### config.mk
export PLATFORM = sky130hd
export DESIGN_NAME = pwf_gate_seq
export DESIGN_NICKNAME = d
export VERILOG_FILES = /design/src/rtl/pwf_gate_seq.sv
export SDC_FILE = /design/constraint.sdc
export NUM_CORES = 1
export LEC_CHECK = 0
export CAP_MARGIN = 20
export CORE_MARGIN = 5
export CORE_UTILIZATION = 50
export CTS_CLUSTER_DIAMETER = 200
export DETAILED_ROUTE_END_ITERATION = 12
export HOLD_SLACK_MARGIN = 0.06
export PLACE_DENSITY = 0.74
export SETUP_SLACK_MARGIN = 0.15
export SYNTH_ARGS = -nofsm -noshare
export SYNTH_HDL_FRONTEND = slang
export SYNTH_SLANG_ARGS = --single-unit
### constraint.sdc
create_clock -name clk11m -period 2.97 [get_ports clk11m]
set_clock_uncertainty 0.2 [all_clocks]
set_input_delay 0.594 -clock clk11m [delete_from_list [all_inputs] [get_ports clk11m]]
set_output_delay 0.594 -clock clk11m [all_outputs]
set_load 0.01 [all_outputs]
### src/rtl/pwf_gate_seq.sv
// Burst sequencer for the pwf_1557 pulse-width filter: drives gate g with a
// programmed pulse train, counts rising edges on the filter output i, and reports a verdict.
module pwf_gate_seq #(
    parameter int CW   = 8,
    parameter int NW   = 4,
    parameter int TAIL = 16
) (
    input  logic          clk11m,
    input  logic          rst,
    input  logic          start,
    input  logic [CW-1:0] width,
    input  logic [CW-1:0] gap,
    input  logic [NW-1:0] npulse,
    input  logic [NW-1:0] exp_edges,
    input  logic          i,
    output logic          g,
    output logic          busy,
    output logic          done,
    output logic          pass,
    output logic [NW-1:0] edges
);

    localparam logic [2:0] S_IDLE  = 3'd0;
    localparam logic [2:0] S_PULSE = 3'd1;
    localparam logic [2:0] S_GAP   = 3'd2;
    localparam logic [2:0] S_TAILW = 3'd3;
    localparam logic [2:0] S_DONE  = 3'd4;

    localparam logic [CW-1:0] CNT_ZERO = {CW{1'b0}};
    localparam logic [CW-1:0] CNT_ONE  = {{(CW-1){1'b0}}, 1'b1};
    localparam logic [CW-1:0] CNT_TAIL = CW'(TAIL);
    localparam logic [NW-1:0] NW_ZERO  = {NW{1'b0}};
    localparam logic [NW-1:0] NW_ONE   = {{(NW-1){1'b0}}, 1'b1};
    localparam logic [NW-1:0] NW_MAX   = {NW{1'b1}};

    logic [2:0]    state_r, state_nx_s;
    logic [CW-1:0] cnt_r, cnt_nx_s;
    logic [NW-1:0] pcnt_r, pcnt_nx_s;
    logic [CW-1:0] width_r, width_nx_s;
    logic [CW-1:0] gap_r, gap_nx_s;
    logic [NW-1:0] exp_r, exp_nx_s;
    logic [NW-1:0] edges_r, edges_nx_s;
    logic          pass_r, pass_nx_s;
    logic          done_r, done_nx_s;
    logic          g_r, busy_r;
    logic          i_q_r;
    logic          rise_s;
    logic          counting_s;
    logic [CW-1:0] gap_eff_s;

    assign g     = g_r;
    assign busy  = busy_r;
    assign done  = done_r;
    assign pass  = pass_r;
    assign edges = edges_r;

    assign rise_s     = i & ~i_q_r;
    assign counting_s = (state_r == S_PULSE) || (state_r == S_GAP) || (state_r == S_TAILW);
    // A zero gap still leaves one low cycle so consecutive pulses stay distinct.
    assign gap_eff_s  = (gap_r == CNT_ZERO) ? CNT_ONE : gap_r;

    // Next-state, counter and verdict logic.
    always_comb begin
        state_nx_s = state_r;
        cnt_nx_s   = cnt_r;
        pcnt_nx_s  = pcnt_r;
        width_nx_s = width_r;
        gap_nx_s   = gap_r;
        exp_nx_s   = exp_r;
        pass_nx_s  = pass_r;
        done_nx_s  = 1'b0;

        if (counting_s && rise_s && (edges_r != NW_MAX)) begin
            edges_nx_s = edges_r + NW_ONE;
        end else begin
            edges_nx_s = edges_r;
        end

        case (state_r)
            S_IDLE: begin
                if (start) begin
                    width_nx_s = width;
                    gap_nx_s   = gap;
                    exp_nx_s   = exp_edges;
                    edges_nx_s = NW_ZERO;
                    pass_nx_s  = 1'b0;
                    if ((width == CNT_ZERO) || (npulse == NW_ZERO)) begin
                        state_nx_s = S_DONE;
                        done_nx_s  = 1'b1;
                        pass_nx_s  = (exp_edges == NW_ZERO);
                    end else begin
                        cnt_nx_s   = width;
                        pcnt_nx_s  = npulse;
                        state_nx_s = S_PULSE;
                    end
                end else begin
                    state_nx_s = S_IDLE;
                end
            end
            S_PULSE: begin
                if (cnt_r <= CNT_ONE) begin
                    cnt_nx_s   = gap_eff_s;
                    pcnt_nx_s  = pcnt_r - NW_ONE;
                    state_nx_s = S_GAP;
                end else begin
                    cnt_nx_s = cnt_r - CNT_ONE;
                end
            end
            S_GAP: begin
                if (cnt_r <= CNT_ONE) begin
                    if (pcnt_r != NW_ZERO) begin
                        cnt_nx_s   = width_r;
                        state_nx_s = S_PULSE;
                    end else begin
                        cnt_nx_s   = CNT_TAIL;
                        state_nx_s = S_TAILW;
                    end
                end else begin
                    cnt_nx_s = cnt_r - CNT_ONE;
                end
            end
            S_TAILW: begin
                if (cnt_r <= CNT_ONE) begin
                    state_nx_s = S_DONE;
                    done_nx_s  = 1'b1;
                    pass_nx_s  = (edges_nx_s == exp_r);
                end else begin
                    cnt_nx_s = cnt_r - CNT_ONE;
                end
            end
            S_DONE: begin
                state_nx_s = S_IDLE;
            end
            default: begin
                state_nx_s = S_IDLE;
            end
        endcase
    end

    // State and registered outputs; g and busy are decoded from the next state.
    always_ff @(posedge clk11m or posedge rst) begin
        if (rst) begin
            state_r <= S_IDLE;
            cnt_r   <= CNT_ZERO;
            pcnt_r  <= NW_ZERO;
            width_r <= CNT_ZERO;
            gap_r   <= CNT_ZERO;
            exp_r   <= NW_ZERO;
            edges_r <= NW_ZERO;
            pass_r  <= 1'b0;
            done_r  <= 1'b0;
            g_r     <= 1'b0;
            busy_r  <= 1'b0;
            i_q_r   <= 1'b0;
        end else begin
            state_r <= state_nx_s;
            cnt_r   <= cnt_nx_s;
            pcnt_r  <= pcnt_nx_s;
            width_r <= width_nx_s;
            gap_r   <= gap_nx_s;
            exp_r   <= exp_nx_s;
            edges_r <= edges_nx_s;
            pass_r  <= pass_nx_s;
            done_r  <= done_nx_s;
            g_r     <= (state_nx_s == S_PULSE);
            busy_r  <= (state_nx_s != S_IDLE);
            i_q_r   <= i;
        end
    end

endmodule

# After elaboration in Yosys (flattened, before gate mapping)
# Index checks and enable logic that the tools add are counted.
# W data, S select, Z words.
# word_totals
input_bits,28
regBits,44
wordCells,78
output_inout_bits,8
# classes
muxes,30
n_reduce_logical,19
n_lt_le_gt_ge,1
eq_ne,11
add_sub_neg,3
bitwise_logic,2
# ops
cell,n
$mux W8,7
$pmux W8 S4,1
$mux W4,6
$logic_not A8 Y1,2
$mux W3,5
$pmux W3 S4,1
$le A8 B1 Y1 const B,1
$logic_not A4 Y1,2
$pmux W4 S2,1
$reduce_and A4 Y1,2
$reduce_bool A4 Y1,2
$sub A8 B1 Y8 const B,1
$eq A3 B1 Y1 const B,2
$eq A3 B2 Y1 const B,2
$mux W1,6
$ne A2 B2 Y1 const B,3
$add A4 B1 Y4 const B,1
$eq A4 B4 Y1,1
$ne A2 B1 Y1 const B,2
$ne A4 B4 Y1 const B,1
$pmux W1 S2,2
$reduce_bool A2 Y1,2
$sub A4 B1 Y4 const B,1
$logic_not A3 Y1,1
other kinds (8),11

# Longest topological paths before layout
# logic_depth
word_depth,9
ltp_mapped,8
mapped_depth_nobuf,7

# Worst setup path after synthesis
# No wires, ideal clock.
# synth_path
kind,reg2reg
from,reg cnt_r[0]
to,reg pcnt_r[0]
n_path_buf,1
period_less_slack_ns,2.279
path_slack_ns,0.691
required_ns,2.646
path_stages_with_launch,9
arrival_ns,1.955
cell_sequence,dfrtp_1 inv_1 ha_1 nor2_1 nor3_2 buf_4 a22oi_2 nor3_1 a211o_1
# synth_between
elab_chain_len,3
# synth_lines
element,line,rtl
from (decl),37,"logic [CW-1:0] cnt_r, cnt_nx_s;"
from (signal assigned),157,cnt_r <= cnt_nx_s;
$le A8 B1 Y1,101,if (cnt_r <= CNT_ONE) begin
$ne A2 B1 Y1 (no source line),-,
$reduce_and A4 Y1 (no source line),-,
to (signal assigned),158,pcnt_r <= pcnt_nx_s;
to (decl),38,"logic [NW-1:0] pcnt_r, pcnt_nx_s;"
# No other way between the ends.
# A chain may end at the register's enable or synchronous reset.

# Worst setup path after layout
# layout_path
from,reg cnt_r[0]
to,reg cnt_r[0]
# layout_between
elab_chain_len,3
# layout_lines
element,line,rtl
$sub A8 B1 Y8 / $le A8 B1 Y1 (equally long branches),-,
"$mux W8, or another cell as far along",123,if (cnt_r <= CNT_ONE) begin
$pmux W8 S4 / $reduce_and A4 Y1 (equally long branches),-,
# Parallel ways exist; a longest one is shown, timed or not. The select of a mux whose other input is x is not followed.

==> results.yml <==
sta:
  finalSetupTns_ns: 0
  finalMaxSlewViolations: 0
  max_freq_ghz: 0.3866
  rsz0062_at_grt: "no"
  relSlewSlack_pct: 44.37
  post-route-min-period_ns: 2.586
  tightest_slew_ns: 0.8294
  hold_viol_final: 0
  finalSetupViolations: 0
  finalCritPeriodShare_pct: 87.08
  whs_ns: 0.2967
grt:
  first_global_vias: 2178
  grt.overflow.total: 0
  met3_usage_pct: 2.928
  grt.total_usage_pct: 20.09
  gr-usage-met1_pct: 28.92
  grt_pass1_wl_um: 10430
  grtUsageMet2_pct: 31.09
  gr-max-usage-layer: "met2"
  grt_max_degree: 24
  antenna_found_initial: 0
route:
  num_vias: 2311
  final_antenna_net_count: 0
  drt-vias-per-instance: 5.706
  drcViolationCount: 0
  routed_wl_um: 6212
  drt-initial-drc-count: 177
  wl_per_cell_um: 15.34
  drtPass1Iterations: 4
layout:
  final_area_mm2: 0.003186
  area_growth_pct: 20.66
  utilization_pct: 62.37
  fin_nets: 367
  antenna_cells: 0
  drive_gt1_share_pct: 10.75
logic_synthesis:
  syn_area_mm2: 0.002640
  netlist_instances: 297
  yosysUniqueCellTypes: 62
  synth_common_cells: "nand2_1, dfrtp_1, nor2_1"
  ys_seq_area_share_pct: 41.71
  yosys_warnings: 0
  synth-edff-count: 0
  synth.most_common_cell: "nand2_1"
  ys_seq_elements: 44
  synth_nets: 330
  ys_async_sr_fraction_pct: 100.0
  synth_top_area_share_pct: 41.71
  syn_area_per_cell_um2: 8.889
  yosysTopAreaCell: "dfrtp_1"
  synth.area.top_cells: "dfrtp_1, nand2_1, nor2_1"
  synthFlopType: "dfrtp_1"
worst_setup_path:
  reg2reg_to: "cnt_r[0]"
  cp_slowest_cell: "a2111oi_0"
  crit_required_ns: 2.96
  rrSetupSlack_ns: 0.38
  crit_arrival_ns: 2.58
  slowest_delay_ns: 0.70
  path_cells: "inv_1 > ha_1 > or2_2 > nand3_2 > a2111oi_0 > nor3_1 > a22o_1"
  cp_top_family: "compound AO/OA/AOI/OAI gates"
  timing.rr.start: "cnt_r[0]"
  worst_setup_path_end_kind: "flop"
  path_max_fanout: 8
  path_class: "reg -> reg"
  cp-start-kind: "flop"
  crit_buf_inv: 1
  worstRegToRegCells: 7
power_and_ir_drop:
  p_per_area_mw_per_mm2: 968.6
  leakage_nw: 1.368
  power_w: 0.003086
  irDropWorstVdd_uv: 433.9
clock_network:
  clock_path_buffers: 2
  cts_buffers: 5
  htreeDepth: 2
  clkTransAtPathRegs_ns: 0.08
  cts_resized: 0
  cts_tree: "built"
  clock_latency_ns: 0.30
  cts_hold_buffers: 0
  post-cts-setup-buffers: 0
  cts.sinks: 44
  cts_root_buf: "clkbuf_8"
hold_path:
  min_to: "width_r[2]"
  min_from: "width_r[2]"
  hold-path-cell-count: 2
  hp-class: "reg -> reg"
job:
  cap_violations: 0
placement:
  io_buffers: 35
  gp_routability_congestion: 0.9167
  dpl.hpwl_um: 4690
  placed_area_mm2: 0.003078
floorplanning:
  core_area_mm2: 0.005107
  start_util_pct: 51.69
  die_h_um: 82.67
  rows: 26
  chipWidth_um: 82.67
  dieArea_mm2: 0.006834
  ioPinCount: 36
outcome:
  status: "finished, final reports clean"
==> where the power goes <==
group          internal (W)  total (W)  switching (W)  leakage (nW)
logic              0.000665    0.00144       0.000773         0.772
registers          0.000867    0.00120       0.000330         0.541
clock network      0.000250   0.000451       0.000201        0.0552
==> per-stage QoR <==
stage               instances  worst slack, ns
finish                    405           0.3836
global route              405           0.1595
CTS                       405           0.4068
detailed placement        397           0.2493
global placement          397           0.2368
floorplan                 297           0.6906
==> cell families after synthesis <==
| logic type | count (synthesis) | synth area share [%] |
|---|---|---|
| muxes | 2 | 0.7583 |
| and+or+nand+nor | 153 | 29.43 |
| buffers and inverters | 20 | 4.028 |
| xor gates and xnor gates | 7 | 2.322 |
| AOI/OAI and AO/OA | 66 | 19.38 |
| adders and majority gates | 5 | 2.370 |
| DFF | 44 | 41.71 |
==> worst max-delay path by stage <==
stage / from / to / slack [ns] / cells past startpoint
3_5_place_dp: width[0] / pcnt_r[0] / 0.25 / 6
6_report: cnt_r[0] / cnt_r[0] / 0.38 / 7
5_1_grt: cnt_r[0] / pcnt_r[1] / 0.16 / 7
3_3_place_gp: width[0] / pcnt_r[0] / 0.24 / 6
4_1_cts: cnt_r[4] / pcnt_r[1] / 0.41 / 5
2_1_floorplan: cnt_r[0] / pcnt_r[0] / 0.69 / 8
==> tightest hold or removal path, cell delays in order (launching register included) <==
cell	delay, ns
dfrtp_1	0.36
nand2_1	0.05
nand2_1	0.05
==> area by class of cell <==
type	count	area, µm²
multi-input cells	233	1433
well taps	70	87.58
clock inverters	2	35.03
fillers	452	1922
inverters	5	18.77
repair buffers	45	437.9
clock buffers	6	72.57
flip-flops and latches	44	1101
==> registers in the layout, indices dropped and copies added, names as in the netlist <==
| signal | flops |
|---|---|
| done | 1 |
| state_r | 3 |
| edges | 4 |
| gap_r | 8 |
| width_r | 8 |
| g | 1 |
| busy | 1 |
| i_q_r | 1 |
| pcnt_r | 4 |
| pass | 1 |
| exp_r | 4 |
| cnt_r | 8 |
==> layer usage <==
metal  share of wire [%]  up-vias
met5                   0        -
met4                 1.4        0
met3                 4.8        6
met2                  46       59
met1                  48     1106
li1                    -     1140
==> placed cells by master (no fill, tap or decap), types with 3 or more instances in the layout <==
cell type / netlist / routed
buf_4: 1 / 9
or2_2: 3 / 3
a211oi_1: 5 / 5
nand2_1: 74 / 74
inv_1: 5 / 4
o31ai_1: 4 / 4
nor3_1: 7 / 7
clkbuf_8: 1 / 5
dfrtp_1: 44 / 44
o21ai_0: 12 / 12
nor2_1: 27 / 27
a22o_1: 3 / 3
ha_1: 5 / 5
a31oi_1: 7 / 7
nor4_1: 6 / 6
xnor2_1: 3 / 3
clkdlybuf4s50_1: 0 / 35
and3_1: 3 / 3
nand4_1: 5 / 5
nand3_1: 3 / 3
nand2b_1: 3 / 3
a221oi_1: 3 / 3
a21oi_1: 7 / 7
xor2_1: 4 / 4
nor3b_1: 3 / 3
No activity file was read; power rests on OpenSTA's default activity.
